## src/rtl/din_sync_pkg.sv

```systemverilog
// Shared types and constants for the din_sync_debounce input receiver.
package din_sync_pkg;

    typedef enum logic {
        ST_STABLE   = 1'b0,
        ST_CHANGING = 1'b1
    } deb_state_e;

    localparam int unsigned GLITCH_CNT_W = 16;
    localparam logic [GLITCH_CNT_W-1:0] GLITCH_CNT_MAX = '1;

endpackage

```

## src/rtl/debounce_bit.sv

```systemverilog
// One input bit: synchroniser chain, debounce FSM and hold counter.
// With SYNC_GLITCH_CNT_EN defined, an abort_c strobe flags a rejected transition.
module debounce_bit
    import din_sync_pkg::*;
#(
    parameter int unsigned SYNC_STAGES     = 2,
    parameter int unsigned DEBOUNCE_CYCLES = 4,
    parameter logic        RESET_VAL       = 1'b0
) (
    input  logic clk,
    input  logic rst,
    input  logic din,
    input  logic en,
    output logic q,
    output logic rise,
    output logic fall,
    output logic pulse_nxt_c
`ifdef SYNC_GLITCH_CNT_EN
    ,
    output logic abort_c
`endif
);

    localparam int unsigned CNT_W = $clog2(DEBOUNCE_CYCLES);
    localparam logic [CNT_W-1:0] CNT_LAST = CNT_W'(DEBOUNCE_CYCLES - 1);

    if (SYNC_STAGES < 2) begin : g_bad_sync
        $error("debounce_bit: SYNC_STAGES must be >= 2");
    end
    if (DEBOUNCE_CYCLES < 2) begin : g_bad_deb
        $error("debounce_bit: DEBOUNCE_CYCLES must be >= 2");
    end

    logic [SYNC_STAGES-1:0] sync_q;
    logic                   s;
    deb_state_e             state, state_nxt;
    logic [CNT_W-1:0]       cnt, cnt_nxt;
    logic                   q_nxt, rise_nxt, fall_nxt, abort_nxt;

    // Plain flop chain; nothing else looks at din.
    always_ff @(posedge clk or posedge rst) begin
        if (rst) begin
            sync_q <= {SYNC_STAGES{RESET_VAL}};
        end else begin
            sync_q <= {sync_q[SYNC_STAGES-2:0], din};
        end
    end

    assign s = sync_q[SYNC_STAGES-1];

    always_ff @(posedge clk or posedge rst) begin
        if (rst) begin
            state <= ST_STABLE;
            cnt   <= '0;
            q     <= RESET_VAL;
            rise  <= 1'b0;
            fall  <= 1'b0;
        end else begin
            state <= state_nxt;
            cnt   <= cnt_nxt;
            q     <= q_nxt;
            rise  <= rise_nxt;
            fall  <= fall_nxt;
        end
    end

    // A new value must survive DEBOUNCE_CYCLES consecutive cycles before q follows.
    always_comb begin
        state_nxt = state;
        cnt_nxt   = '0;
        q_nxt     = q;
        rise_nxt  = 1'b0;
        fall_nxt  = 1'b0;
        abort_nxt = 1'b0;
        if (!en) begin
            state_nxt = ST_STABLE;
        end else begin
            case (state)
                ST_STABLE: begin
                    if (s != q) begin
                        state_nxt = ST_CHANGING;
                        cnt_nxt   = CNT_W'(1);
                    end
                end
                ST_CHANGING: begin
                    if (s == q) begin
                        state_nxt = ST_STABLE;
                        abort_nxt = 1'b1;
                    end else if (cnt == CNT_LAST) begin
                        state_nxt = ST_STABLE;
                        q_nxt     = s;
                        rise_nxt  = s;
                        fall_nxt  = ~s;
                    end else begin
                        cnt_nxt = cnt + CNT_W'(1);
                    end
                end
                default: state_nxt = ST_STABLE;
            endcase
        end
    end

    assign pulse_nxt_c = rise_nxt | fall_nxt;

`ifdef SYNC_GLITCH_CNT_EN
    assign abort_c = abort_nxt;
`else
    logic unused_abort;
    assign unused_abort = abort_nxt;
`endif

endmodule

```

## src/rtl/din_sync_debounce.sv

```systemverilog
// Synchronise and debounce WIDTH async control inputs, with level and edge pulses.
// Optional SYNC_GLITCH_CNT_EN adds a saturating count of cycles with rejected transitions.
module din_sync_debounce
    import din_sync_pkg::*;
#(
    parameter int unsigned      WIDTH           = 1,
    parameter int unsigned      SYNC_STAGES     = 2,
    parameter int unsigned      DEBOUNCE_CYCLES = 4,
    parameter logic [WIDTH-1:0] RESET_VAL       = '0
) (
    input  logic             clk,
    input  logic             rst,
    input  logic [WIDTH-1:0] din,
    input  logic             en,
    output logic [WIDTH-1:0] q,
    output logic [WIDTH-1:0] rise,
    output logic [WIDTH-1:0] fall,
    output logic             changed
`ifdef SYNC_GLITCH_CNT_EN
    ,
    output logic [GLITCH_CNT_W-1:0] glitch_cnt
`endif
);

    logic [WIDTH-1:0] pulse_nxt;
`ifdef SYNC_GLITCH_CNT_EN
    logic [WIDTH-1:0] abort;
`endif

    for (genvar i = 0; i < WIDTH; i++) begin : g_bit
        debounce_bit #(
            .SYNC_STAGES    (SYNC_STAGES),
            .DEBOUNCE_CYCLES(DEBOUNCE_CYCLES),
            .RESET_VAL      (RESET_VAL[i])
        ) u_bit (
            .clk        (clk),
            .rst        (rst),
            .din        (din[i]),
            .en         (en),
            .q          (q[i]),
            .rise       (rise[i]),
            .fall       (fall[i]),
            .pulse_nxt_c(pulse_nxt[i])
`ifdef SYNC_GLITCH_CNT_EN
            ,
            .abort_c    (abort[i])
`endif
        );
    end

    // Registered from the per-bit next-pulse terms so it lines up with rise/fall.
    always_ff @(posedge clk or posedge rst) begin
        if (rst) begin
            changed <= 1'b0;
        end else begin
            changed <= |pulse_nxt;
        end
    end

`ifdef SYNC_GLITCH_CNT_EN
    always_ff @(posedge clk or posedge rst) begin
        if (rst) begin
            glitch_cnt <= '0;
        end else if (|abort && (glitch_cnt != GLITCH_CNT_MAX)) begin
            glitch_cnt <= glitch_cnt + GLITCH_CNT_W'(1);
        end
    end
`endif

endmodule

```

## config.mk

```make
export PLATFORM = sky130hd
export DESIGN_NAME = din_sync_debounce
export DESIGN_NICKNAME = d
export VERILOG_FILES = /design/src/rtl/din_sync_pkg.sv /design/src/rtl/debounce_bit.sv /design/src/rtl/din_sync_debounce.sv
export SDC_FILE = /design/constraint.sdc
export NUM_CORES = 1
export LEC_CHECK = 0
export CAP_MARGIN = 10
export CORE_AREA = 2 2 39 41
export DETAILED_ROUTE_END_ITERATION = 16
export DIE_AREA = 0 0 41 43
export PLACE_DENSITY = 0.56
export SLEW_MARGIN = 20
export SYNTH_ARGS = -nofsm -noshare
export SYNTH_HDL_FRONTEND = slang
export SYNTH_HIERARCHICAL = 1
export SYNTH_SLANG_ARGS = --single-unit
```

## constraint.sdc

```tcl
create_clock -name clk -period 1.34 [get_ports clk]
set_input_delay 0.201 -clock clk [delete_from_list [all_inputs] [get_ports clk]]
set_output_delay 0.201 -clock clk [all_outputs]
set_load 0.02 [all_outputs]
```

==> Word-level counts from Yosys, hierarchy flattened <==
Index checks and enable logic that the tools add are counted.
Widths: inputs -> output; s select.
{ "classes": {"n_eq_ne": 3, "mux": 18, "n_reduce_logical": 1, "bitwise_logic": 4, "addsub": 1} }
{ "ops": {"columns": ["op", "n"], "rows": [
  ["$mux 1", 13],
  ["$mux 2", 3],
  ["$pmux 2 s2", 1],
  ["$reduce_and 4->1", 1],
  ["$not 1->1", 3],
  ["$add 2x1->2 const B", 1],
  ["$eq 2x2->1 const B", 1],
  ["$pmux 1 s2", 1],
  ["$eq 1x1->1", 1],
  ["$ne 1x1->1", 1],
  ["$or 1x1->1", 1]
]} }
{ "totals": {"output_inout_bits": 4, "ff_bits": 9, "in_bits": 4, "word_cells": 34} }

==> Depth between registers and ports, before layout <==
Gate-level depths: netlist of the first run.
{ "depth": {"ltp_word": 6, "depth_mapped": 3, "mapped_depth_nobuf": 3} }

==> Hierarchy <==
The synthesis of the first run kept the hierarchy.
{ "by_module_without_submodules": {"columns": ["module", "area_per_inst_um2", "cells_per_inst", "n_inst", "seq_area_each_um2"], "rows": [
  ["debounce_bit", 317.8, 25, 1, 200.2],
  ["din_sync_debounce", 28.8, 2, 1, 25.0]
]} }

==> Worst setup path after synthesis of the first run <==
OpenSTA, ideal clock, no wires.
{ "synth_timing": {"path_type": "reg2reg", "from": "register g_bit[0].u_bit.cnt[0]", "to": "register g_bit[0].u_bit.q", "setup_slack_ns": 0.254, "stages_incl_launch_ff": 4, "period_less_slack_ns": 1.086, "path_buffers": 0, "arrival_ns": 0.959, "t_required_ns": 1.212, "path_cell_list": "dfrtp_1 -> ha_1 -> nand3_1 -> mux2_1"} }
{ "synth_via": {"elab_chain_len": 2} }
{ "synth_rtl": {"columns": ["element", "line", "source"], "rows": [
  ["start, declared", "debounce_bit.sv:37", "logic [CNT_W-1:0] cnt, cnt_nxt;"],
  ["start signal, assigned", "debounce_bit.sv:60", "cnt <= cnt_nxt;"],
  ["$eq 2x2->1", "debounce_bit.sv:89", "end else if (cnt == CNT_LAST) begin"],
  ["$reduce_and 4->1 (no line)", null, null],
  ["end signal, assigned", "debounce_bit.sv:61", "q <= q_nxt;"],
  ["end, declared", "debounce_bit.sv:14", "output logic q,"]
]} }
No other way between the ends.
A chain may end at the register's enable or synchronous reset.

==> Worst setup path after layout of the first run <==
{ "layout_timing": {"from": "register g_bit[0].u_bit.q", "to": "output q"} }
{ "layout_lines": {"columns": ["element", "line", "source"], "rows": [
  ["end, declared", "din_sync_debounce.sv:15", "output logic [WIDTH-1:0] q,"]
]} }
No word-level cell between the ends.

==> qor.yml, run 1 <==
status: "completed"
ys_ff_latch: 9
grt_max_degree: 9
holdCritPathClass: "in -> async"
syn_to_final_growth_pct: 34.3
vias_per_cell: 4.45
yosys.area.top_type_share_pct: 65.0
path_delay_family: "flip-flops"
initialDrtViolationCount: 7
setup_tns_ps: 0
synth_edf_count: 0
fin_nets: 46
overflow: 0
crit_type: "reg -> out"
slew_viol_final: 0
powerDensity_nw_per_um2: 1120
cts-resized-gates: 4
clock_latency_ps: 260
cts_buffer_depth: 2
hold_viol_final: 0
io_buffers: 7
h-tree-depth: 1
synth_area_leaders: "dfrtp_1 (65%), ha_1 (7.2%), and3_2 (4.3%)"
cp-end-kind: "output pin"
cts_hold_buf: 0
synthesis.nets: 33
drtAntennaViolNets: 0
synthDistinctLibCells: 13
grt_use_total_pct: 8.55
root_buffer: "clkbuf_4"
die_area_um2: 1760
clock-sinks: 9
maxCapViolCount: 0
die_h_um: 43
num_rows: 14
gp_congestion: 0.721
period_share_pct: 90.3
n_fill_cell: 141
post-route-min-period_ps: 1210
antenna_cells: 0
io_pins: 8
core_um2: 1380
rsz0062_at_grt: "no"
p_leak_nw: 0.245
cp_cell_sequence: "dlygate4sd2_1"
post-synth-top-count-cell: "dfrtp_1"
hpwl_um: 442
postCtsSetupBuffers: 0
antenna_found_initial: 0
slowest_delay_ps: 400
cp_data_required_time_ps: 1140
setup_viol: 0
synth_ff_type: "dfrtp_1"
max_slew_margin_pct: 80.6
grt_pass1_vias: 233
cp_slowest_cell: "dfrtp_1"
yosysSeqAreaShare_pct: 65.0
tritoncts: "built"
yosysTopAreaCell: "dfrtp_1"
path_clk_slew_ps: 60
drc: 0
syn_area_per_cell_um2: 12.8
crit_path_start_kind: "flip-flop"
num_vias: 245
layout-drive-gt1-share_pct: 15.4
netlist_area_um2: 347
r2r_cells: 3
tightest_slew_ps: 291
r2r-start: "g_bit[0].u_bit/cnt[0]"
synthCells: 27
async_reset_ff_share_pct: 100
path_depth: 1
cp_num_buf_inv: 1
cts_made_buffers: 3
path_max_fanout: 5
arrival_ps: 1010
regToRegEndpoint: "g_bit[0].u_bit/q"
first_pass_iters: 3
finalWirelength_um: 581
finClkSkew_ps: 1.75
ir_drop_v: 0.000362
grt_pass1_wl_um: 910
timing.fmax_mhz: 826
yosys_warnings: 6
dieWidth_um: 41
reg2reg_slack_ps: 180
start_util_pct: 25.0
utilization_pct: 33.6
wl_per_cell_um: 10.6
==> state kept, by name, summed over array words and instances (netlist names) <==
| signal | cells |
|---|---|
| g_bit.u_bit/cnt | 2 |
| g_bit.u_bit/q | 1 |
| g_bit.u_bit/fall | 1 |
| g_bit.u_bit/sync_q | 2 |
| g_bit.u_bit/state | 1 |
| changed | 1 |
| g_bit.u_bit/rise | 1 |
==> layer usage <==
layer	vias up	part of all wire (%)	GRT usage [%]
met5	-	0	0
met4	0	5.0	10.0
met3	5	7.4	3.14
met2	9	49	12.5
met1	117	38	7.72
li1	114	-	-
==> cells in the final DEF, fill, tap and decap left out <==
master	instances
a21oi_1	1
and3_2	2
and4_1	1
buf_4	1
clkbuf_1	1
clkbuf_4	3
clkdlybuf4s50_1	3
dfrtp_1	9
dlygate4sd2_1	4
ha_1	2
inv_1	2
mux2_1	1
nand2_1	2
nand3_1	1
nand3b_1	2
nor2_1	2
o21ai_0	1
xor2_1	1
==> through the flow <==
step                      hold slack [ps]  cells  worst slack, ps  total power, mW  area [µm²]
final                                 108     55              130            0.519         465
after global routing                  134     55             89.3            0.545         465
after CTS                             112     55              117            0.525         465
after detailed placement              346     51              107            0.318         444
after global placement                338     51              121            0.316         444
after floorplan                     -70.3     27              254            0.300         347
==> cell families (layout without fill, tap and decap cells) <==
| group | after synthesis | in the layout | synth area share [%] |
|---|---|---|---|
| AO/OA/AOI/OAI | 2 | 2 | 2.89 |
| XOR/XNOR | 1 | 1 | 2.53 |
| adder cells (fa/ha/maj) | 2 | 2 | 7.22 |
| buffers and inverters | 2 | 14 | 2.17 |
| flip-flops | 9 | 9 | 65.0 |
| multiplexers | 1 | 1 | 3.25 |
| AND/OR/NAND/NOR | 10 | 10 | 17.0 |
==> area by class of cell <==
| class | instances | area [µm²] | share of cell area (%) |
|---|---|---|---|
| inverter | 2 | 7.51 | 1.61 |
| timing repair buffer | 8 | 72.6 | 15.6 |
| tap | 16 | 20.0 | 4.30 |
| clock buffer | 4 | 26.3 | 5.65 |
| sequential | 9 | 225 | 48.4 |
| multi-input combinational | 16 | 114 | 24.5 |
==> power by group <==
group	total [mW]	switching, mW	internal, mW
Combinational	0.0280	0.0128	0.0152
Sequential	0.285	0.00586	0.279
Clock	0.207	0.0921	0.115
==> how the worst max path moves through the flow <==
stage,endpoint,start,slack (ps)
after CTS,q,g_bit[0].u_bit/q,120
after detailed placement,g_bit[0].u_bit/q,en,110
after global routing,q,g_bit[0].u_bit/q,90
after floorplan,g_bit[0].u_bit/q,g_bit[0].u_bit/cnt[0],250
final,q,g_bit[0].u_bit/q,130
after global placement,g_bit[0].u_bit/q,en,120
Note: power is estimated with default switching activity, not from simulation.
==> run 2: changes to the inputs <==
Settings changed: CTS_CLUSTER_SIZE set to 14.
==> results of run 2 <==
Final layout, timing and power as in run 1 (identical DEF).
